$ cat config.mk
export PLATFORM = sky130hd
export DESIGN_NAME = usrt_rx_deserializer
export DESIGN_NICKNAME = d
export VERILOG_FILES = /design/src/rtl/usrt_rx_deserializer.sv
export SDC_FILE = /design/constraint.sdc
export NUM_CORES = 1
export LEC_CHECK = 0
export ABC_AREA = 0
export CAP_MARGIN = 10
export CORE_MARGIN = 2
export CORE_UTILIZATION = 45
export CTS_CLUSTER_DIAMETER = 100
export DETAILED_ROUTE_END_ITERATION = 7
export PLACE_DENSITY = 0.76
export SLEW_MARGIN = 20
export SYNTH_ARGS = -nofsm -noshare
export SYNTH_HDL_FRONTEND = slang
export SYNTH_SLANG_ARGS = --single-unit
$ cat constraint.sdc
create_clock -name i_Pclk -period 2.9 [get_ports i_Pclk]
set_input_delay 0.435 -clock i_Pclk [delete_from_list [all_inputs] [get_ports i_Pclk]]
set_output_delay 0.435 -clock i_Pclk [all_outputs]
set_load 0.05 [all_outputs]
$ cat src/rtl/usrt_rx_deserializer.sv
// USRT receive deserializer: one line sample per i_Pclk rising edge, start-bit
// detection, LSB-first data capture, optional parity bit, stop-bit check.
// Emits an 11-bit frame {stop, parity, data[7:0], start} with a one-cycle
// o_Valid strobe for the downstream parity checker.
// Optional feature: define USRT_RX_BREAK_DETECT_EN to report an all-zero frame
// as a break (o_Break pulse) instead of a framing-error frame.
module usrt_rx_deserializer #(
   parameter logic IDLE_LEVEL = 1'b1
) (
   input  logic        i_Pclk,
   input  logic        i_Rst,
   input  logic        i_Rx,
   input  logic [1:0]  i_Parity,
   output logic [10:0] o_Frame,
   output logic        o_Valid,
   output logic        o_FrameErr,
   output logic        o_Break,
   output logic        o_Busy
);

`ifdef USRT_RX_BREAK_DETECT_EN
   localparam logic BRK_EN = 1'b1;
`else
   localparam logic BRK_EN = 1'b0;
`endif

   typedef enum logic [2:0] {
      S_IDLE,
      S_DATA,
      S_PARITY,
      S_STOP,
      S_RECOVER
   } state_t;

   state_t      state_q, state_d;
   logic [10:0] frame_q, frame_d;     // frame being assembled
   logic [2:0]  cnt_q, cnt_d;         // data bit index 0..7
   logic [1:0]  par_q, par_d;         // parity mode latched at the start bit
   logic [10:0] oframe_q, oframe_d;   // last completed frame
   logic        valid_q, valid_d;
   logic        ferr_q, ferr_d;
   logic        brk_q, brk_d;

   logic        start_seen;
   logic        par_en;
   logic        stop_bad;
   logic        all_zero;

   assign start_seen = (i_Rx != IDLE_LEVEL);
   // Only modes 01 (even) and 10 (odd) carry a parity bit on the line.
   assign par_en     = ^par_q;
   assign stop_bad   = (i_Rx != IDLE_LEVEL);
   // Frame bit 9 stays 0 when no parity bit is sent, so the whole word works.
   assign all_zero   = ({i_Rx, frame_q[9:0]} == 11'd0);

   // State register
   always_ff @(posedge i_Pclk) begin
      if (i_Rst) state_q <= S_IDLE;
      else       state_q <= state_d;
   end

   // Next-state logic
   always_comb begin
      state_d = state_q;
      unique case (state_q)
         S_IDLE:    if (start_seen) state_d = S_DATA;
         S_DATA:    if (cnt_q == 3'd7) state_d = par_en ? S_PARITY : S_STOP;
         S_PARITY:  state_d = S_STOP;
         S_STOP: begin
            if ((BRK_EN && all_zero) || stop_bad) state_d = S_RECOVER;
            else                                  state_d = S_IDLE;
         end
         S_RECOVER: if (i_Rx == IDLE_LEVEL) state_d = S_IDLE;
         default:   state_d = S_IDLE;
      endcase
   end

   // Datapath and registered-output next values
   always_comb begin
      frame_d  = frame_q;
      cnt_d    = cnt_q;
      par_d    = par_q;
      oframe_d = oframe_q;
      valid_d  = 1'b0;
      ferr_d   = 1'b0;
      brk_d    = 1'b0;
      unique case (state_q)
         S_IDLE: begin
            if (start_seen) begin
               frame_d = {10'd0, i_Rx};
               par_d   = i_Parity;
               cnt_d   = 3'd0;
            end
         end
         S_DATA: begin
            frame_d[{1'b0, cnt_q} + 4'd1] = i_Rx;
            cnt_d = cnt_q + 3'd1;
         end
         S_PARITY: frame_d[9] = i_Rx;
         S_STOP: begin
            frame_d[10] = i_Rx;
            if (BRK_EN && all_zero) begin
               brk_d = 1'b1;
            end else begin
               oframe_d = {i_Rx, frame_q[9:0]};
               valid_d  = 1'b1;
               ferr_d   = stop_bad;
            end
         end
         default: ;
      endcase
   end

   // Datapath registers; reset drops any partial frame
   always_ff @(posedge i_Pclk) begin
      if (i_Rst) begin
         frame_q  <= '0;
         cnt_q    <= '0;
         par_q    <= '0;
         oframe_q <= '0;
         valid_q  <= 1'b0;
         ferr_q   <= 1'b0;
         brk_q    <= 1'b0;
      end else begin
         frame_q  <= frame_d;
         cnt_q    <= cnt_d;
         par_q    <= par_d;
         oframe_q <= oframe_d;
         valid_q  <= valid_d;
         ferr_q   <= ferr_d;
         brk_q    <= brk_d;
      end
   end

   assign o_Frame    = oframe_q;
   assign o_Valid    = valid_q;
   assign o_FrameErr = ferr_q;
   assign o_Break    = brk_q;
   assign o_Busy     = (state_q != S_IDLE);

endmodule

* After elaboration in Yosys (flattened, before gate mapping)
Index checks and enable logic that the tools add are counted. Widths: inputs -> output; s select.
Cells by class: $add $sub $neg 2, reductions and logical operators 13, muxes and demuxes 16, equality and inequality tests 8, magnitude comparators 2, bitwise logic cells 2
Operators by type and width (count):
- $pmux 9 s2 | 1
- $mux 3 | 5
- $pmux 3 s5 | 1
- $bwmux 11 | 1
- $mux 11 | 1
- $reduce_bool 3->1 | 3
- $reduce_and 2->1 | 4
- $eq 3x2->1 const B | 2
- $eq 3x3->1 const B | 2
- $ne 2x2->1 const B | 3
- $pmux 1 s3 | 2
- $pmux 3 s2 | 1
- $lt 4x5->1 const B | 1
- $add 3x1->4 const B | 1
- $demux 1 s4 | 1
- $ge 4x1->1 const B | 1
- $add 3x1->3 const B | 1
- $eq 3x1->1 const B | 1
- $logic_not 3->1 | 1
- $mux 1 | 3
- $reduce_and 3->1 | 1
- $not 1->1 | 2
- $reduce_bool 2->1 | 1
- $reduce_or 2->1 | 1
- 2 further kinds | 2
Word-level totals: register bits after elaboration 32, logic and storage cells 52, output and inout port bits 15

* Logic depth before layout (Yosys ltp)
word-level depth 7, depth in mapped cells 6, depth with buffers taken out 5

* Worst setup path before layout
Ideal clock, no wire load.
path type register to register, start point reg cnt_q[0], end point reg frame_q[2], library setup time 0.132 ns, setup slack 1.151 ns, data required time 2.768 ns, stages on the path, launching flop included 7, data arrival time 1.617 ns, path buffers 1, path through dfxtp_1 ha_1 ha_1 buf_2 a31oi_1 a211o_1 a21oi_1
On the way: word-level cells in the longest chain between the ends 7
RTL lines:
- start: declaration | RTL line 37 | logic [2:0] cnt_q, cnt_d;
- start signal: assignment | RTL line 126 | cnt_q <= cnt_d;
- $add 3x1->4 * | RTL line 96 | frame_d[{1'b0, cnt_q} + 4'd1] = i_Rx;
- $lt 4x5->1 (implied by the code) / $ge 4x1->1 (equally long branches) | RTL line 96
- $logic_and 1x1->1 (implied by the code) | RTL line 96
- $mux 1 (implied by the code) | RTL line 96
- $demux 1 s4 * | RTL line 96
- $bwmux 11 * | RTL line 96
- $pmux 9 s2 * | RTL line 87 | unique case (state_q)
- end signal: assignment | RTL line 125 | frame_q <= frame_d;
- end: declaration | RTL line 36 | logic [10:0] frame_q, frame_d;
Every way passes the cells marked *; elsewhere a longest branch is shown, timed or not. A chain may end at the register's enable or synchronous reset.

* Worst setup path in the final report
start point reg state_q[1], end point out o_Busy
On the way: word-level cells in the longest chain between the ends 1
RTL lines:
- start: declaration | RTL line 35 | state_t state_q, state_d;
- start signal: assignment | RTL line 59 | else state_q <= state_d;
- $reduce_bool 3->1 | RTL line 139 | assign o_Busy = (state_q != S_IDLE);
- end: declaration | RTL line 18 | output logic o_Busy
No other way between the ends.

==> results.txt <==
----------------------------------------------------
[Clocking]
  CTS-repair resized insts ... 0
  CTS Sinks ... 31
  Clock buffer depth ... 2
  Setup bufs post-CTS ... 0
  Clock latency on the worst-skew pair ... around 0.34 ns
  Clock-pin slew of the registers on the worst-case setup and hold paths ... about 0.10 ns
  Hold-fix buffers, CTS ... 0
  Clock tree from TritonCTS ... yes
  Clock Tree Root ... clkbuf_4
  # H-tree levels ... 2
  Num CTS Buffers ... 5

[STA]
  Max_slew headroom ... a little under three fifths
  Final hold violation count ... 0
  Final Skew ... between 0.008 and 0.009 ns
  Slew Viols, Final ... 0
  Post-route setup TNS ... 0 ns
  Final Cycle Share ... around 85%
  Count of endpoints failing setup in the final report ... 0
  Highest clock frequency the design can meet ... between 0.4 and 0.5 GHz
  Slew at the pin closest to its max-slew limit ... about 0.65 ns
  RSZ-0062 raised after global routing ... no
  Crit path time final ... 2.458 ns

[Floorplanning]
  Die area ... approximately 3700 um^2
  Number of top-level design ports ... 20
  Starting Density ... a little under half
  Die Span X ... 61.09 um
  Area of the core region ... between 3000 and 4000 um^2
  Number of standard-cell rows in the floorplan ... 20
  Die Height ... approximately 61 um

[Setup path]
  Required time at the endpoint of the critical path ... 2.47 ns
  Setup slack on the worst flop-to-flop path ... 0.92 ns
  Worst Path Max Fanout ... 17
  Reg2Reg Depth ... 5
  Critical Path Source Type ... flop
  Data arrival time of the critical path ... between 2 and 2.5 ns
  Critical Setup Path Class ... reg -> out
  Startpoint of the most critical register-to-register path ... cnt_q[0]
  R2R Path End ... frame_q[0]
  Kind of end point of the critical path ... output port

[GRT]
  Tot GR Track Use ... ~16%
  Total grt overflow ... 0
  Pin count of the biggest net entering global routing ... 18
  Antenna violations before repair ... 0
  First-pass GRT wire length ... approximately 4.4 mm
  Number of global-route vias before repair ... 1030

[Route]
  First drt pass iteration count ... 4
  Total vias in the final route ... ~1200
  Detail-routed via count per cell ... about 5.3
  Detailed-route wire length per cell ... approximately 12 um
  Wire length reported by the detailed router ... between 2 and 3 mm
  Remaining routing DRC violations ... 0
  Residual antenna-violating net count after detailed routing ... 0
  Initial detailed-routing violation count ... 40

[Logic synthesis]
  Synth Net Count ... roughly 180
  Count of mapped cells out of synthesis ... approximately 170
  Sequential cell area fraction in the yosys report ... ~42%
  Cell area after technology mapping ... 1466 um^2
  Number of flip-flops and latches in the synthesized netlist ... 31
  Mean post-synth cell area ... ~8.5 um^2
  Yosys warns ... 0
  Number of distinct library cells after synthesis ... 36

[Power and ir drop]
  Pwr dens ... ~440 nW/um^2
  Highest ir drop seen on vdd ... 0.2687 mV
  Total power of the final layout ... 0.7355 mW
  Leakage power ... approximately 0.57 nW

[Layout]
  Fraction of final layout cells with drive strength greater than 1 ... 7.568%
  Number of nets in the layout ... roughly 190
  Ant. Diodes ... 0
  Commonest cells after routing, fill and taps aside ... dfxtp_1, nand2_1, a21oi_1
  Filler cells ... 287
  Layout Area Growth over Synthesis ... 15.02%
  Most common library cell in the layout ignoring fill and taps ... dfxtp_1

[Min path]
  Worst Min Path Start ... frame_q[7]
  Type of the tightest min-delay check ... reg -> reg
  Hold depth ... 2
  Endpoint of the worst hold-timing path ... o_Frame[7]

[Placed design]
  I/O Buffers ... 18
  Routability congestion estimate ... ~0.83
  Detailed Place HPWL ... around 1.9 mm

[Flow run]
  Maximum Capacitance Violations ... 0

[Outcome]
  Run status ... completed

----------------------------------------------------
synthesized netlist by cell type (all sizes together):
library cell | number | area share (%)
nor2 | 3 | 0.77
and4b | 1 | 0.68
nor4bb | 3 | 2.5
nand4 | 5 | 2.1
buf | 9 | 3.8
o211a | 1 | 0.68
and4bb | 1 | 0.85
a311oi | 1 | 1.0
dfxtp | 31 | 42
or4 | 1 | 0.51
ha | 5 | 4.3
nand2b | 1 | 0.43
nor3b | 1 | 0.85
a211o | 5 | 3.0
clkbuf | 5 | 1.3
nand3 | 9 | 3.1
a21oi | 29 | 9.9
nor3 | 2 | 0.68
a21bo | 1 | 0.68
a21boi | 2 | 1.0
a31o | 1 | 0.60
nor4 | 1 | 1.5
or3b | 2 | 1.4
and3b | 1 | 0.60
or3 | 1 | 0.43
xor2 | 1 | 0.60
a311o | 3 | 2.0
conb | 1 | 0.26
a31oi | 1 | 0.43
inv | 12 | 3.1
nand3b | 2 | 1.0
nand2 | 30 | 7.7
worst max-delay path by stage:
stage                          start    endpoint  slack [ns]
after floorplan             cnt_q[0]  frame_q[2]        1.15
after global placement          i_Rx    cnt_q[1]        0.69
after detailed placement        i_Rx    cnt_q[2]        0.66
after CTS                 state_q[1]      o_Busy        0.44
after global routing      state_q[1]      o_Busy        0.35
final                     state_q[1]      o_Busy        0.44
critical path: stages, from the launching register on:
cell and delay [ns]:
dfxtp_1 0.71, or3_1 0.19, clkdlybuf4s50_1 0.79
area by class of cell:
class / count / area (um^2) / area share (%)
clock buffer: 5 / 37.54 / 2.226
clock inverter: 3 / 15.01 / 0.8902
inverter: 12 / 45.04 / 2.671
multi-input combinational: 115 / 725.7 / 43.03
sequential: 31 / 620.6 / 36.80
tap: 44 / 55.05 / 3.264
timing repair buffer: 19 / 187.7 / 11.13
logic make-up after synthesis:
logic type,count (synthesis),share of synthesized area [%]
AOI/OAI and AO/OA,44,19.37
xor gates and xnor gates,1,0.5974
adders and majority gates,5,4.266
buffers and inverters,26,8.191
DFF,31,42.32
other,1,0.2557
and+or+nand+nor,64,25.00
sequential cells by signal (all words and copies together), names as in the netlist:
name and count:
o_Frame 11, frame_q 10, cnt_q 3, state_q 3
par_q 2, o_FrameErr 1, o_Valid 1
per-layer routing:
layer / vias to the layer above / share of wire, % / track usage (%)
met5: - / 0 / 0
met4: 0 / 2.3 / 9.317
met3: 5 / 3.9 / 3.782
met2: 23 / 49 / 25.08
met1: 560 / 45 / 20.50
li1: 622 / - / -
per-stage QoR:
stage / cells / worst slack [ns] / cell area, um^2 / util [%] / hold slack, ns
finish: 229 / 0.4416 / 1687 / 54.80 / 0.4488
global route: 229 / 0.3484 / 1687 / 54.80 / 0.4764
CTS: 229 / 0.4396 / 1687 / 54.80 / 0.4515
detailed placement: 221 / 0.6565 / 1634 / 53.09 / 0.4463
global placement: 221 / 0.6882 / 1634 / 53.09 / 0.4398
floorplan: 172 / 1.151 / 1466 / - / 0.4286
where the power goes:
part | internal (mW) | switching (mW)
clock network | 0.0899 | 0.143
logic | 0.0251 | 0.0370
registers | 0.432 | 0.00906
Power figures use the tool's default switching activity.
